<file path="src/rtl/ahb_bridge_pkg.sv">
// Shared constants for the AHB bridge: HTRANS encodings, data-phase select
// encodings, address regions and the one-hot decoder bit positions.
package ahb_bridge_pkg;

  // HTRANS encodings
  localparam logic [1:0] HTRANS_IDLE   = 2'b00;
  localparam logic [1:0] HTRANS_BUSY   = 2'b01;
  localparam logic [1:0] HTRANS_NONSEQ = 2'b10;
  localparam logic [1:0] HTRANS_SEQ    = 2'b11;

  // Data-phase select register encodings
  localparam logic [2:0] SEL_NONE    = 3'd0;
  localparam logic [2:0] SEL_S1      = 3'd1;
  localparam logic [2:0] SEL_S2      = 3'd2;
  localparam logic [2:0] SEL_S3      = 3'd3;
  localparam logic [2:0] SEL_S4      = 3'd4;
  localparam logic [2:0] SEL_DEFAULT = 3'd5;

  // Address regions, compared against haddr[31:28]
  localparam logic [3:0] REGION_S1 = 4'h0;
  localparam logic [3:0] REGION_S2 = 4'h1;
  localparam logic [3:0] REGION_S3 = 4'h2;
  localparam logic [3:0] REGION_S4 = 4'h3;

  // Bit positions in the decoder's one-hot output
  localparam int OH_S1      = 0;
  localparam int OH_S2      = 1;
  localparam int OH_S3      = 2;
  localparam int OH_S4      = 3;
  localparam int OH_DEFAULT = 4;
  localparam int OH_W       = 5;

  // True for transfer types that carry an address phase to a slave
  function automatic logic htrans_active(input logic [1:0] htrans);
    return (htrans == HTRANS_NONSEQ) || (htrans == HTRANS_SEQ);
  endfunction

endpackage

</file>
<file path="src/rtl/ahb_bridge_decoder.sv">
// Address decoder for the AHB bridge. Maps haddr[31:28] to one of the
// slaves or the internal default slave; output is all-zero when the
// master is not presenting an active (NONSEQ/SEQ) transfer.
// Optional feature macro: AHB_BRIDGE_S4_EN (enables region 0x3 -> slave 4).
module ahb_bridge_decoder
  import ahb_bridge_pkg::*;
(
  input  logic [3:0]      haddr_region,
  input  logic [1:0]      htrans,
  output logic [OH_W-1:0] sel_onehot
);

  // Region decode, qualified by an active transfer type
  always_comb begin
    // NOTE: default assignment first so every path drives the output and no latch is inferred.
    sel_onehot = '0;
    if (htrans_active(htrans)) begin
      case (haddr_region)
        REGION_S1: sel_onehot[OH_S1] = 1'b1;
        REGION_S2: sel_onehot[OH_S2] = 1'b1;
        REGION_S3: sel_onehot[OH_S3] = 1'b1;
`ifdef AHB_BRIDGE_S4_EN
        REGION_S4: sel_onehot[OH_S4] = 1'b1;
`endif
        default:   sel_onehot[OH_DEFAULT] = 1'b1;
      endcase
    end
  end

endmodule

</file>
<file path="src/rtl/ahb_bridge.sv">
// AHB single-master to four-slave bridge. The address phase is decoded
// combinationally into hsel_sN; a 3-bit data-phase select register
// remembers which slave owns the current data phase and steers its
// hrdata/hready back to the master. Unmapped regions go to an internal
// default slave that answers immediately with zero data.
// Optional feature macro: AHB_BRIDGE_S4_EN (slave 4 at region 0x3).
module ahb_bridge
  import ahb_bridge_pkg::*;
(
  input  logic        hclk,
  input  logic        hreset_n,   // asserted high despite the name
  // master side
  input  logic [31:0] haddr_m,
  input  logic [2:0]  hsize_m,
  input  logic [31:0] hwdata_m,
  input  logic        hwrite_m,
  input  logic [1:0]  htrans_m,
  output logic [31:0] hrdata_m,
  output logic        hready_m,
  // shared slave-side copies
  output logic [31:0] haddr_s,
  output logic [2:0]  hsize_s,
  output logic [31:0] hwdata_s,
  output logic        hwrite_s,
  // slave 1
  input  logic [31:0] hrdata_s1,
  input  logic        hready_s1,
  output logic        hsel_s1,
  // slave 2
  input  logic [31:0] hrdata_s2,
  input  logic        hready_s2,
  output logic        hsel_s2,
  // slave 3
  input  logic [31:0] hrdata_s3,
  input  logic        hready_s3,
  output logic        hsel_s3,
  // slave 4
  input  logic [31:0] hrdata_s4,
  input  logic        hready_s4,
  output logic        hsel_s4
);

  logic [OH_W-1:0] sel_onehot;
  logic [2:0]      target;
  logic [2:0]      sel_d;
  logic [2:0]      sel_q;

  // Zero-latency pass-through of the shared slave-side signals
  assign haddr_s  = haddr_m;
  assign hsize_s  = hsize_m;
  assign hwdata_s = hwdata_m;
  assign hwrite_s = hwrite_m;

  ahb_bridge_decoder u_decoder (
    .haddr_region (haddr_m[31:28]),
    .htrans       (htrans_m),
    .sel_onehot   (sel_onehot)
  );

  // Address-phase selects, forced low while reset is asserted
  always_comb begin
    hsel_s1 = sel_onehot[OH_S1] & ~hreset_n;
    hsel_s2 = sel_onehot[OH_S2] & ~hreset_n;
    hsel_s3 = sel_onehot[OH_S3] & ~hreset_n;
`ifdef AHB_BRIDGE_S4_EN
    hsel_s4 = sel_onehot[OH_S4] & ~hreset_n;
`else
    hsel_s4 = 1'b0;
`endif
  end

  // Encode the one-hot decode into the select-register encoding
  always_comb begin
    target = SEL_NONE;
    if      (sel_onehot[OH_S1])      target = SEL_S1;
    else if (sel_onehot[OH_S2])      target = SEL_S2;
    else if (sel_onehot[OH_S3])      target = SEL_S3;
    else if (sel_onehot[OH_S4])      target = SEL_S4;
    else if (sel_onehot[OH_DEFAULT]) target = SEL_DEFAULT;
  end

  // Next data-phase owner: load on a completing cycle, hold during wait states
  always_comb begin
    sel_d = sel_q;
    if (hready_m) sel_d = target;
  end

  // Data-phase select register
  always_ff @(posedge hclk or posedge hreset_n) begin
    // NOTE: non-blocking assignment for flop state so all flops sample the pre-edge values.
    if (hreset_n) sel_q <= SEL_NONE;
    else          sel_q <= sel_d;
  end

  // Response mux back to the master; NONE and DEFAULT answer ready with zero data.
  // Without slave 4 enabled the decoder never produces SEL_S4, so its inputs are unreachable.
  always_comb begin
    hrdata_m = 32'h0;
    hready_m = 1'b1;
    case (sel_q)
      SEL_S1: begin hrdata_m = hrdata_s1; hready_m = hready_s1; end
      SEL_S2: begin hrdata_m = hrdata_s2; hready_m = hready_s2; end
      SEL_S3: begin hrdata_m = hrdata_s3; hready_m = hready_s3; end
      SEL_S4: begin hrdata_m = hrdata_s4; hready_m = hready_s4; end
      default: begin hrdata_m = 32'h0; hready_m = 1'b1; end
    endcase
  end

endmodule

</file>
<file path="config.mk">
export PLATFORM = sky130hd
export DESIGN_NAME = ahb_bridge
export DESIGN_NICKNAME = d
export VERILOG_FILES = /design/src/rtl/ahb_bridge_pkg.sv /design/src/rtl/ahb_bridge_decoder.sv /design/src/rtl/ahb_bridge.sv
export SDC_FILE = /design/constraint.sdc
export NUM_CORES = 1
export LEC_CHECK = 0
export ABC_AREA = 1
export BUFFER_PORTS_ARGS = -buffer_cell sky130_fd_sc_hd__buf_2
export CAP_MARGIN = 20
export CORE_AREA = 3 3 119 121
export DETAILED_ROUTE_END_ITERATION = 16
export DIE_AREA = 0 0 122 124
export PLACE_DENSITY = 0.52
export SLEW_MARGIN = 20
export SYNTH_ARGS = -nofsm -noshare
export SYNTH_HDL_FRONTEND = slang
export SYNTH_SLANG_ARGS = --single-unit
</file>
<file path="constraint.sdc">
create_clock -name hclk -period 1.7 [get_ports hclk]
set_input_delay 0.34 -clock hclk [delete_from_list [all_inputs] [get_ports hclk]]
set_output_delay 0.34 -clock hclk [all_outputs]
set_load 0.005 [all_outputs]
</file>
; ---- After elaboration in Yosys (flattened, before gate mapping)
; Index checks and enable logic that the tools add are counted.
; W data, S select, Z words.
[totals]
input_bits = 204
output_inout_bits = 105
register_bits = 3
word_cells = 28
[op_classes]
n_bitwise = 4
eq_ne = 8
mux = 12
reduce_logical = 3
[ops]
columns = cell, n
row1 = $pmux W32 S4, 1
row2 = $mux W3, 5
row3 = $eq A3 B2 Y1 const B, 2
row4 = $mux W1, 5
row5 = $eq A2 B2 Y1 const B, 2
row6 = $eq A4 B1 Y1 const B, 1
row7 = $eq A4 B2 Y1 const B, 1
row8 = $logic_not A4 Y1, 1
row9 = $pmux W1 S4, 1
row10 = $and A1 B1 Y1, 3
row11 = $eq A3 B1 Y1 const B, 1
row12 = $eq A3 B3 Y1 const B, 1
row13 = $reduce_or A3 Y1, 1
row14 = $logic_or A1 B1 Y1, 1
row15 = $not A1 Y1, 1

; ---- Logic depth before layout (Yosys ltp)
; Gate-level depths: netlist of run 1.
[depth]
word_depth = 8
mapped_depth = 7
ltp_nobuf = 7

; ---- Hierarchy
; A second synthesis of run 1 with hierarchy kept.
[hier_totals]
cells_unflattened = 313
area_unflattened_um2 = 1946.9
[by_module_without_submodules]
columns = module, n_inst, seq_area_each_um2, cells_each, area_each_um2
row1 = ahb_bridge, 1, 75.1, 297, 1878.1
row2 = ahb_bridge_decoder, 1, 0.0, 16, 68.8

; ---- Worst setup path before layout of run 1
; No wires, ideal clock.
[synth_path]
kind = register to output
startpoint = register sel_q[2]
endpoint = output port hrdata_m[12]
required_ns = 1.360
slack_ns = 0.332
path_buffers = 2
path_stages_with_launch = 6
arrival_ns = 1.028
cell_sequence = dfrtp_1 > nor2_4 > buf_6 > buf_4 > nand3_1 > o2111ai_1
[synth_between]
elab_chain_cells = 2
elab_cells_between_ends = 5
cone_classes = 4 x eq/ne / 1 x mux
[synth_rtl]
columns = element, line_no
row1 = start: declaration, ahb_bridge.sv:46  ; logic [2:0] sel_q;
row2 = start signal: assignment, ahb_bridge.sv:92  ; else sel_q <= sel_d;
row3 = $eq A3 B3 Y1 (tied with other cells), ahb_bridge.sv:100  ; case (sel_q)
row4 = $pmux W32 S4 *, ahb_bridge.sv:100
row5 = end: declaration, ahb_bridge.sv:18  ; output logic [31:0] hrdata_m,
; Mark *: on every way between the ends. The rest lies on a longest branch, timed or not.

; ---- Final worst setup path of run 1
[layout_path]
startpoint = register sel_q[2]
endpoint = output port hrdata_m[17]
; The elaborated chain is that of the path after synthesis.

==> results.yml, run 1 <==
outcome:
  outcome: "complete, but fails checks"
  violations: "setup timing"
floorplan:
  coreArea_mm2: 0.0132
  dieArea_mm2: 0.0151
  fp.dieW_um: 122
  start_util: 0.143
  fp-row-count: 42
  ioPinCount: 309
  dieHeight_um: 124
clock_network:
  clkTransAtPathRegs_ns: 0.03
  worstSkewPairLatency_ns: 0.23
  clockBufferDepth: 2
  cts.sinks: 3
  cts_tree: "built"
  htreeDepth: 1
  numCtsBuffers: 3
  clockRootBuffer: "clkbuf_16"
pwr:
  power_density_mw_per_mm2: 1270
  vdd_ir_drop_max_uv: 557
  p_leak_nw: 1.52
synth:
  synth-compound-area-share: 0.169
  syn_nets: 511
  synth.top_cell.area_share: 0.299
  syn_inst: 307
  synth_top_family_by_area: "buffers and inverters"
  synth_area_leaders: "buf_4 30%, nand3_1 19%, o2111ai_1 15%"
  synthAdderAreaFrac: 0
  synth-seq-cells: 3
  synth_xor_area_frac: 0
  ys_warn_count: 0
  synthMuxAreaShare: 0
  yosys.area_share.simple: 0.360
  ys_seq_area_frac: 0.0398
  yosysUniqueCellTypes: 19
  avgSynthCellArea_um2: 6.14
  syn-cell-area_mm2: 0.00189
  synth_top_cell_by_area: "buf_4"
timing:
  min_period_over_period: 1.09
  finalWorstSetupSlack_ns: -0.149
  fin_setup_tns_ns: -3.51
  rsz0062_at_grt: "yes"
  clock_skew_ns: 0.00285
  fmax_ghz: 0.541
  fin_crit_ns: 1.85
  report.final.hold_viol_count: 0
  drv_slew: 0
  setup_viol: 33
cells_and_area:
  n_antenna_cell: 0
  utilization: 0.225
  reg.largest.list: "sel_q: 3 flops"
  drive_gt1_frac: 0.567
  largest_register: "sel_q"
  nNetsFinal: 630
  largest_reg_flops: 3
  syn_to_final_growth_pct: 57.7
detailed_routing:
  vias_per_cell: 4.58
  routedWlPerCell_um: 15.7
  first_iter_violations: 72
  drt_wl_total_um: 9410
  vias: 2752
  antenna_left: 0
  first_pass_iters: 4
  route.detailed.drc: 0
worst_hold_path:
  hold_path_class: "primary input to flip-flop"
setup_path:
  cp_max_fo: 17
  crit_required_ns: 1.36
  critPathLaunchType: "flip-flop"
  arrival_ns: 1.51
  crit_type: "flip-flop to primary output"
  endpoint_kind: "primary output"
place:
  io_buffer_count: 178
  pre_cts_slack_ns: 0.113
  routabilityCongestion: 0.701
  dp_hpwl_um: 6910
global_route:
  grt_pass1_vias: 2534
  track_usage: 0.108
  antenna_found_initial: 1
  gr-total-overflow: 0
  grt_start_max_net_pins: 38
  grt_pass1_wl_um: 12900
flow_run:
  timing.max_cap.violations: 0
[worst paths after layout]
| path | cells past startpoint | slack, ns | startpoint | endpoint |
|---|---|---|---|---|
| worst max register to register | 12 | 0 | sel_q[0] | sel_q[2] |
| worst min-delay path | 4 | 0.48 | htrans_m[1] | sel_q[0] |
| worst max-delay path | 6 | -0.15 | sel_q[2] | hrdata_m[17] |
| min in group asynchronous | 3 | 0.55 | hreset_n | sel_q[0] |
| max in group asynchronous | 3 | 0.99 | hreset_n | sel_q[1] |
| worst min register to register | 2 | 0.56 | sel_q[0] | sel_q[0] |
[report_power, final]
part	total, W	internal (W)	switching [W]
Sequential	0.000139	0.000103	0.0000365
Combinational	0.00325	0.00158	0.00167
Clock	0.000382	0.000310	0.0000719
[kinds of logic (layout without fill, tap and decap cells)]
logic type	after synthesis	count (layout)
buffers and inverters	136	254
DFF	3	3
AOI/OAI and AO/OA	38	38
and+or+nand+nor	129	129
other	1	1
[area by class of cell]
type	count	area [um2]
clock buffers	4	78.8
fillers	1538	10200
inverters	41	156
multi-input cells	168	1100
flip-flops and latches	3	77.6
well taps	176	220
repair buffers	209	1340
[stage by stage]
stage	instances	hold slack, ns	cell area [um2]	total power, W
floorplan	307	0.102	1890	0.00161
global placement	582	0.224	2540	0.00262
detailed placement	582	0.225	2540	0.00261
CTS	602	0.479	2920	0.00379
global route	601	0.510	2970	0.00406
finish	601	0.478	2970	0.00377
[routing by layer]
layer  global-route usage  vias up  share of wire
met1                0.116     1249           0.35
met4               0.0476        2          0.034
met5                    0        -         0.0014
li1                     -     1270              -
met3               0.0363       35           0.14
met2                0.194      196           0.48
[synth_stat cells]
library cell,instances
inv_1,37
conb_1,1
nand2_1,15
buf_1,2
nor2_4,2
inv_2,4
nor2_1,7
clkbuf_1,8
buf_2,9
o2111ai_1,32
o21ai_0,2
a21oi_1,1
nand4_1,34
o21bai_1,3
nand3_2,1
buf_6,1
buf_4,75
dfrtp_1,3
nand3_1,70
[cell usage in the layout (no fill, tap or decap), drive strengths merged]
cell         instances
buf                208
nand3               71
inv                 41
nand4               34
o2111ai             32
nand2               15
nor2                 9
clkbuf               4
o21bai               3
dfrtp                3
o21ai                2
a21oi                1
conb                 1
dlygate4sd3          1
[worst max-delay path, stage by stage (launching register included)]
cell       delay (ns)
dfrtp_2          0.44
nor2_4           0.19
buf_12           0.16
buf_16           0.15
nand3_1          0.09
o2111ai_2        0.10
buf_2            0.14
[timing repair]
item,in CTS,in global routing
setup endpoints to repair,33,36
gates cloned,4,0
hold buffers,1,0
endpoints found under the hold margin,3,0
buffers inserted,11,3
resized for setup,27,14
pin swaps,7,12
Power figures use the tool's default switching activity.
==> run 2: changes to the inputs <==
- PLACE_DENSITY: 0.52 -> 0.54
- clock period: 1.7 -> 1.55 ns (I/O delays scaled with it)
==> run 2 against run 1 <==
  * The run still ends with setup timing left
  * Combinational power grew 23%
  * Clock power grew 5.2%
  * Clock-buffer cell count is the same
  * Sequential share of layout area shrank 0.15 points
  * Global-route usage shrank 1.2 points
  * Power grew 20%
  * Design area grew 5.9%
  * Wire length shrank 2.3%
  * Critical endpoint is now hrdata_m[0]
  * Largest power group unchanged
==> results.yml, run 2 (synthesis results as in run 1) <==
pwr:
  power_density_mw_per_mm2: 1440
  total_power_w: 0.00454
  p_leak_nw: 1.61
  vdd_ir_drop_max_uv: 714
global_route:
  grt_start_max_net_pins: 40
  gr-total-overflow: 0
  met3_usage: 0.0223
  globalRouteMet1Util: 0.104
  antenna_found_initial: 1
  track_usage: 0.0960
  busiest_layer: "met2"
  grt_pass1_wl_um: 11600
  grt_pass1_vias: 2346
  grt_use_met2: 0.180
clock_network:
  htreeDepth: 1
  clkTransAtPathRegs_ns: 0.03
  clockRootBuffer: "clkbuf_16"
  cts.sinks: 3
  clockBufferDepth: 2
  cts_tree: "built"
  numCtsBuffers: 3
  worstSkewPairLatency_ns: 0.22
detailed_routing:
  first_iter_violations: 66
  vias_per_cell: 4.44
  antenna_left: 0
  first_pass_iters: 6
  vias: 2697
  routedWlPerCell_um: 15.1
  drt_wl_total_um: 9190
  route.detailed.drc: 0
timing:
  finalWorstSetupSlack_ns: -0.226
  setup_viol: 33
  fmax_ghz: 0.563
  hold_slack_ns: 0.451
  rsz0062_at_grt: "yes"
  report.final.hold_viol_count: 0
  drv_slew: 0
  min_period_over_period: 1.15
  clock_skew_ns: 0.000353
  fin_crit_ns: 1.78
cells_and_area:
  final_common_cell: "buf_2"
  largest_reg_flops: 3
  drive_gt1_frac: 0.592
  multi_input_area_mm2: 0.00116
  seq_area_um2: 77.6
  reg.largest.list: "sel_q: 3 flops"
  mostFrequentLayoutCells: "178 x buf_2, 54 x nand3_1, 37 x inv_1"
  largest_register: "sel_q"
  fillers: 1508
  nNetsFinal: 636
  syn_to_final_growth_pct: 67.0
place:
  io_buffer_count: 178
  routabilityCongestion: 0.753
  dp_hpwl_um: 6420
  pre_cts_slack_ns: -0.0171
setup_path:
  crit_required_ns: 1.24
  arrival_ns: 1.47
  endpoint_kind: "primary output"
  crit_type: "flip-flop to primary output"
  r2r_setup_slack_ns: 0.01
  critPathLaunchType: "flip-flop"
  cp_max_fo: 14
floorplan:
  coreArea_mm2: 0.0132
  fp-row-count: 42
  fp.dieW_um: 122
  start_util: 0.143
  dieArea_mm2: 0.0151
  dieHeight_um: 124
  ioPinCount: 309
outcome:
  outcome: "complete, but fails checks"
  violations: "setup timing"
flow_run:
  timing.max_cap.violations: 0
worst_hold_path:
  hold_path_class: "primary input to flip-flop"
run 2: final cells by class:
| cell class | instances | area share |
|---|---|---|
| Multi-Input combinational cell | 168 | 0.368 |
| Tap cell | 176 | 0.0699 |
| Inverter | 41 | 0.0497 |
| Timing Repair Buffer | 215 | 0.462 |
| Antenna cell | 1 | 0.000795 |
| Clock buffer | 4 | 0.0250 |
| Sequential cell | 3 | 0.0246 |
run 2: final timing paths:
kind | startpoint | endpoint | cells after the start
min reg2reg | sel_q[0] | sel_q[0] | 3
max | sel_q[2] | hrdata_m[0] | 6
max in group asynchronous | hreset_n | sel_q[2] | 3
min | htrans_m[1] | sel_q[2] | 4
max reg2reg | sel_q[0] | sel_q[2] | 10
min in group asynchronous | hreset_n | sel_q[1] | 3
run 2: report_power, final:
part / switching, W / leakage, nW / total, W / internal (W)
Clock: 0.0000634 / 0.0382 / 0.000402 / 0.000339
Sequential: 0.0000350 / 0.0355 / 0.000148 / 0.000113
Combinational: 0.00196 / 1.54 / 0.00399 / 0.00203
Total: 0.00206 / 1.61 / 0.00454 / 0.00248
run 2: per-stage QoR:
step                      instance area [um2]  TNS (ns)  std cells   util
after floorplan                          1890         0        307      -
after global placement                   2600   -0.0358        585  0.197
after detailed placement                 2600   -0.0325        585  0.197
after CTS                                2860     -5.48        599  0.217
after global routing                     3150     -9.69        608  0.239
final                                    3150     -6.67        608  0.239
run 2: critical path, cell delays in order (launching register included):
cell       delay [ns]
dfrtp_2          0.43
nor2_4           0.17
buf_4            0.14
buf_12           0.13
nand3_1          0.08
o2111ai_1        0.12
buf_2            0.15
run 2: layer usage:
layer	vias to the layer above	share of wire	routed length (um)
met3	26	0.099	913
met2	176	0.50	4590
met1	1211	0.37	3420
li1	1284	-	-
met5	-	0	0
met4	0	0.029	263
run 2: what timing repair did:
item | 4_1_cts | 5_1_grt
buffers inserted | 7 | 3
cloned | 2 | 5
hold endpoints to repair | 3 | 0
pin swaps | 2 | 11
gates resized for setup | 14 | 27
endpoints found under the setup margin | 33 | 36
hold buffers | 1 | 0
